## src/rtl/muldiv_sequencer.sv

```systemverilog
// RV32M multiply/divide sequencer: one result bit per cycle (shift-add multiply, restoring divide).
// Optional MULDIV_EARLY_OUT_EN: trivial operands (zero, divide-by-zero, signed overflow) finish in one cycle.
module muldiv_sequencer #(
    parameter int unsigned XLEN = 32
) (
    input  logic            clk,
    input  logic            rst_n,
    input  logic            start_i,
    input  logic [2:0]      funct3_i,
    input  logic [XLEN-1:0] rs1_i,
    input  logic [XLEN-1:0] rs2_i,
    input  logic            flush_i,
    output logic            busy_o,
    output logic            stall_o,
    output logic            done_o,
    output logic [XLEN-1:0] result_o
);
    localparam int unsigned CW = $clog2(XLEN) + 1;
    localparam int unsigned PW = 2 * XLEN;

    typedef enum logic [1:0] {S_IDLE, S_CALC, S_FIX, S_DONE} state_e;

    state_e          state_q, state_d;
    logic [CW-1:0]   cnt_q, cnt_d;
    logic [2:0]      op_q, op_d;
    logic            neg_a_q, neg_a_d;
    logic            neg_b_q, neg_b_d;
    logic            divz_q, divz_d;
    logic [XLEN-1:0] opb_q, opb_d;
    logic [PW-1:0]   prod_q, prod_d;
    logic [XLEN-1:0] result_q, result_d;
    logic            busy_q, busy_d;
    logic            done_q, done_d;

    logic            sa_in, sb_in;
    logic [XLEN-1:0] a_mag, b_mag;
    logic [XLEN:0]   mul_sum;
    logic [PW-1:0]   mul_next, div_next, prod_s;
    logic [XLEN:0]   rem_t;
    logic            div_ge;
    logic [XLEN-1:0] rem_n, quo, rem, fix_res;

    // Operand sign handling: MULH/DIV/REM signed both, MULHSU signed rs1 only.
    always_comb begin
        sa_in = ((funct3_i == 3'b001) || (funct3_i == 3'b010) ||
                 (funct3_i == 3'b100) || (funct3_i == 3'b110)) && rs1_i[XLEN-1];
        sb_in = ((funct3_i == 3'b001) || (funct3_i == 3'b100) ||
                 (funct3_i == 3'b110)) && rs2_i[XLEN-1];
        a_mag = sa_in ? XLEN'('0 - rs1_i) : rs1_i;
        b_mag = sb_in ? XLEN'('0 - rs2_i) : rs2_i;
    end

    // One iteration of each algorithm, plus the sign fix-up of the final values.
    always_comb begin
        mul_sum  = {1'b0, prod_q[PW-1:XLEN]} + (prod_q[0] ? {1'b0, opb_q} : '0);
        mul_next = {mul_sum, prod_q[XLEN-1:1]};
        rem_t    = prod_q[PW-1:XLEN-1];
        div_ge   = rem_t >= {1'b0, opb_q};
        rem_n    = div_ge ? XLEN'(rem_t - {1'b0, opb_q}) : rem_t[XLEN-1:0];
        div_next = {rem_n, prod_q[XLEN-2:0], div_ge};
        prod_s   = (neg_a_q ^ neg_b_q) ? PW'('0 - prod_q) : prod_q;
        quo      = prod_q[XLEN-1:0];
        rem      = prod_q[PW-1:XLEN];
        if (!op_q[2]) begin
            fix_res = (op_q[1:0] == 2'b00) ? prod_s[XLEN-1:0] : prod_s[PW-1:XLEN];
        end else if (!op_q[1]) begin
            fix_res = divz_q ? '1 : ((neg_a_q ^ neg_b_q) ? XLEN'('0 - quo) : quo);
        end else begin
            fix_res = neg_a_q ? XLEN'('0 - rem) : rem;
        end
    end

    always_comb begin
        state_d  = state_q;
        cnt_d    = cnt_q;
        op_d     = op_q;
        neg_a_d  = neg_a_q;
        neg_b_d  = neg_b_q;
        divz_d   = divz_q;
        opb_d    = opb_q;
        prod_d   = prod_q;
        result_d = result_q;
        busy_d   = busy_q;
        done_d   = 1'b0;
        case (state_q)
            S_IDLE: begin
                if (start_i) begin
                    state_d = S_CALC;
                    cnt_d   = '0;
                    op_d    = funct3_i;
                    neg_a_d = sa_in;
                    neg_b_d = sb_in;
                    divz_d  = (rs2_i == '0);
                    busy_d  = 1'b1;
                    if (funct3_i[2]) begin
                        opb_d  = b_mag;
                        prod_d = {{XLEN{1'b0}}, a_mag};
                    end else begin
                        opb_d  = a_mag;
                        prod_d = {{XLEN{1'b0}}, b_mag};
                    end
`ifdef MULDIV_EARLY_OUT_EN
                    if (funct3_i[2]) begin
                        if (rs2_i == '0) begin
                            state_d  = S_DONE;
                            done_d   = 1'b1;
                            result_d = funct3_i[1] ? rs1_i : '1;
                        end else if (!funct3_i[0] && (rs1_i == {1'b1, {(XLEN-1){1'b0}}}) &&
                                     (rs2_i == '1)) begin
                            state_d  = S_DONE;
                            done_d   = 1'b1;
                            result_d = funct3_i[1] ? '0 : {1'b1, {(XLEN-1){1'b0}}};
                        end
                    end else if ((rs1_i == '0) || (rs2_i == '0)) begin
                        state_d  = S_DONE;
                        done_d   = 1'b1;
                        result_d = '0;
                    end
`endif
                end
            end
            S_CALC: begin
                prod_d = op_q[2] ? div_next : mul_next;
                cnt_d  = cnt_q + CW'(1);
                if (cnt_q == CW'(XLEN - 1)) begin
                    state_d = S_FIX;
                end
            end
            S_FIX: begin
                result_d = fix_res;
                state_d  = S_DONE;
                done_d   = 1'b1;
            end
            S_DONE: begin
                state_d = S_IDLE;
                busy_d  = 1'b0;
            end
            default: begin
                state_d = S_IDLE;
                busy_d  = 1'b0;
            end
        endcase
        // Flush wins over everything, including a same-cycle start.
        if (flush_i) begin
            state_d  = S_IDLE;
            busy_d   = 1'b0;
            done_d   = 1'b0;
            result_d = result_q;
        end
    end

    always_ff @(posedge clk or negedge rst_n) begin
        if (!rst_n) begin
            state_q  <= S_IDLE;
            cnt_q    <= '0;
            op_q     <= '0;
            neg_a_q  <= 1'b0;
            neg_b_q  <= 1'b0;
            divz_q   <= 1'b0;
            opb_q    <= '0;
            prod_q   <= '0;
            result_q <= '0;
            busy_q   <= 1'b0;
            done_q   <= 1'b0;
        end else begin
            state_q  <= state_d;
            cnt_q    <= cnt_d;
            op_q     <= op_d;
            neg_a_q  <= neg_a_d;
            neg_b_q  <= neg_b_d;
            divz_q   <= divz_d;
            opb_q    <= opb_d;
            prod_q   <= prod_d;
            result_q <= result_d;
            busy_q   <= busy_d;
            done_q   <= done_d;
        end
    end

    assign busy_o   = busy_q;
    assign done_o   = done_q;
    assign result_o = result_q;
    assign stall_o  = (start_i && (state_q == S_IDLE)) || (busy_q && (state_q != S_DONE));

endmodule

```

## config.mk

```make
export PLATFORM = sky130hd
export DESIGN_NAME = muldiv_sequencer
export DESIGN_NICKNAME = d
export VERILOG_FILES = /design/src/rtl/muldiv_sequencer.sv
export SDC_FILE = /design/constraint.sdc
export NUM_CORES = 1
export LEC_CHECK = 0
export CAP_MARGIN = 20
export CORE_MARGIN = 2
export CORE_UTILIZATION = 50
export DETAILED_ROUTE_END_ITERATION = 12
export PLACE_DENSITY = 0.7
export SYNTH_ARGS = -nofsm -noshare
export SYNTH_HDL_FRONTEND = slang
export SYNTH_SLANG_ARGS = --single-unit
```

## constraint.sdc

```tcl
create_clock -name clk -period 5.6 [get_ports clk]
set_input_delay 1.68 -clock clk [delete_from_list [all_inputs] [get_ports clk]]
set_output_delay 1.68 -clock clk [all_outputs]
set_load 0.05 [all_outputs]
```

==> flow_summary.yaml, run 1 <==
critical_path:
  worstPathMaxFanout: 3
  path_cells: "clkdlybuf4s50_1 > nand2_2 > o21ai_0 > clkdlybuf4s50_1"
  worstSetupStartpoint: "start_i"
  critPathMaxStageDelay_ns: 0.82
  required_ns: 3.92
  cp-start-kind: "input pin"
  crit_arrival_ns: 3.18
  critPathMostFrequentCell: "clkdlybuf4s50_1"
  reg2reg_from: "prod_q[35]"
  crit_type: "in -> out"
  slowest_stage: "clkdlybuf4s50_1"
  endpoint_kind: "output port"
run_status:
  status: "complete, no violations"
grt:
  grt_util_met3: 0.0636
  overflow: 0
  grt_pass1_wl_mm: 82.1
  grt_util_all_layers: 0.339
  grt_antenna_before_repair: 0
  grt_pass1_vias: 14400
  use_met1: 0.469
  grt_max_degree: 83
  met2_usage: 0.515
  grt-busiest-layer: "met2"
power_and_ir_drop:
  power_w: 0.0113
  p_per_area_nw_per_um2: 680
  p_leak_nw: 6.90
  ir_worst_vdd_mv: 0.397
worst_hold_path:
  worstHoldStart: "result_o[11]"
  holdCritPathClass: "reg -> reg"
die:
  initial_core_util: 0.512
  row_count: 62
  io_pins: 106
  die_h_um: 176
  dieArea_um2: 30900
  die_w_um: 176
  core_area_um2: 28900
timing:
  rsz0062_at_grt: "no"
  final_max_slew_viol_count: 0
  hold_viol_final: 0
  fmax_mhz: 206
  max_slew_margin: 0.216
  setup_ws_ns: 0.738
  tightest_slew_ns: 1.15
  fin_worst_skew_ns: 0.0235
  setup_viol: 0
  post-route-period-util: 0.868
  min_period_ns: 4.86
  fin_tns_setup_ns: 0
clock_tree:
  clk_latency_ns: 0.45
  cts_setup_buffers: 0
  clock-sinks: 144
  cts_max_level: 4
  cts_made_buffers: 17
  clkSlewWorstSetupHoldPaths_ns: 0.06
  hold_buffers: 0
  cts_tree: "built"
  cts_root_buf: "clkbuf_16"
  clockBufferDepth: 2
  cts_resized: 0
finish:
  area_growth_syn_to_layout_pct: 12.8
  fin_nets: 2136
  drive_gt1_frac: 0.0599
  diodes: 0
drt:
  wl_per_cell_um: 21.7
  ant_nets: 0
  firstDrtPassIters: 6
  routed_wl_mm: 51.9
  drc_errors: 0
  via_per_inst: 6.43
  drtIter0Drc: 1578
  vias: 15400
placement:
  pre_cts_slack_ns: 0.741
  place_congestion: 0.986
  hpwlAfterDp_mm: 39.5
  portBuffers: 105
yosys:
  synthesis.area_um2: 14800
  synth_area_leaders: "dfrtp_1 (24%), a21oi_1 (7.1%), xnor2_1 (6.6%)"
  async_reset_ff_frac: 1.00
  yosysTopAreaCellShare: 0.244
  ys_seq_area_frac: 0.244
  synth.avg_cell_area_um2: 7.51
  syn_inst: 1965
  synth.most_common_cell: "nor2_1"
  ys_warn_count: 0
  synth_edf_count: 0
  yosys.area.top_type: "dfrtp_1"
  ys_seq_elements: 144
  synth_common_cells: "nor2_1 (220), a21oi_1 (210), nand2_1 (209)"
  synth_nets: 2111
  ys_types: 80
  ys.flop_type: "dfrtp_1"
flow_run:
  maxCapViolCount: 0
==> sequential cells by signal (all words and copies together) (netlist names) <==
name      count
result_o     32
prod_q       64
done_o        1
neg_a_q       1
divz_q        1
neg_b_q       1
state_q       2
cnt_q         6
opb_q        32
op_q          3
busy_o        1
==> cell families after synthesis <==
kind of cell	count (synthesis)	share of synthesized area
simple gates	630	0.196
xor+xnor	204	0.121
buf+inv	200	0.0525
mux	82	0.0580
fa+ha+maj	75	0.0646
compound gates	630	0.264
flops	144	0.244
==> final timing paths <==
check,end,slack [ns],depth (start not counted)
setup / recovery,stall_o,0.74,4
hold / removal,result_o[11],0.47,2
setup reg to reg,prod_q[59],1.35,10
hold reg to reg,result_o[11],0.47,2
max in group asynchronous,result_o[6],3.29,2
min in group asynchronous,op_q[0],1.24,1
==> cells in the final DEF (no fill, tap or decap), types with 7 or more instances in the layout <==
cell	count
a31oi_1	18
o31ai_1	29
xnor2_1	112
nand4_1	19
a221oi_1	19
or3_1	13
o21a_1	11
or4_1	14
buf_4	35
o41ai_1	23
xor2_1	91
o21ai_1	7
o211ai_1	17
nand2_1	208
ha_1	73
nor2b_1	10
dfrtp_1	143
o21bai_1	8
o21ai_0	164
o22ai_1	7
a21o_1	26
clkbuf_16	17
and2_1	12
inv_1	64
a21oi_1	210
mux2i_1	53
nor3_1	38
nand2b_1	18
mux2_2	29
nor2_1	220
a211oi_1	30
nand3_1	27
a22o_1	14
clkdlybuf4s50_1	103
nor4_1	18
==> critical path: cells and delay by family <==
| family | cells | cell delay [ns] |
|---|---|---|
| AND/OR/NAND/NOR | 1 | 0.07 |
| buffers and inverters | 2 | 1.34 |
| AO/OA/AOI/OAI | 1 | 0.09 |
==> report_power, final <==
group / internal, W / switching [W]
clock: 0.000666 / 0.000525
sequential: 0.00148 / 0.000732
combinational: 0.00293 / 0.00499
total: 0.00508 / 0.00625
==> layout make-up <==
class | instances | area [um2]
tap | 384 | 480
clock buffer | 19 | 433
fill | 2695 | 12200
timing repair buffer | 140 | 1310
sequential | 144 | 3600
multi-input combinational | 1621 | 10400
inverter | 66 | 248
clock inverter | 13 | 150
==> stage by stage <==
stage                     instance area [um2]  std cells   util  hold WS, ns
after detailed placement                16100       2354  0.556        0.463
after floorplan                         14800       1965      -        0.450
after global placement                  16100       2354  0.556        0.455
after global routing                    16600       2387  0.577        0.505
final                                   16600       2387  0.577        0.475
after CTS                               16600       2386  0.577        0.479
==> per-layer routing <==
layer  wire length [um]  vias to the layer above  part of all wire
met5                  0                        -                 0
met3               5060                      136             0.098
met1              22000                     7276              0.42
li1                   -                     7108                 -
met2              22300                      839              0.43
met4               2560                        0             0.049
(Power assumes the default switching activity.)
==> inputs of run 2 (changes only) <==
- SETUP_SLACK_MARGIN: default -> 0.3
==> results of run 2 <==
Final layout, timing and power as in run 1 (identical DEF).
==> inputs of run 3 (changes only) <==
- SETUP_SLACK_MARGIN: 0.3 -> 0.1
==> results of run 3 <==
Final layout, timing and power as in run 1 (identical DEF).
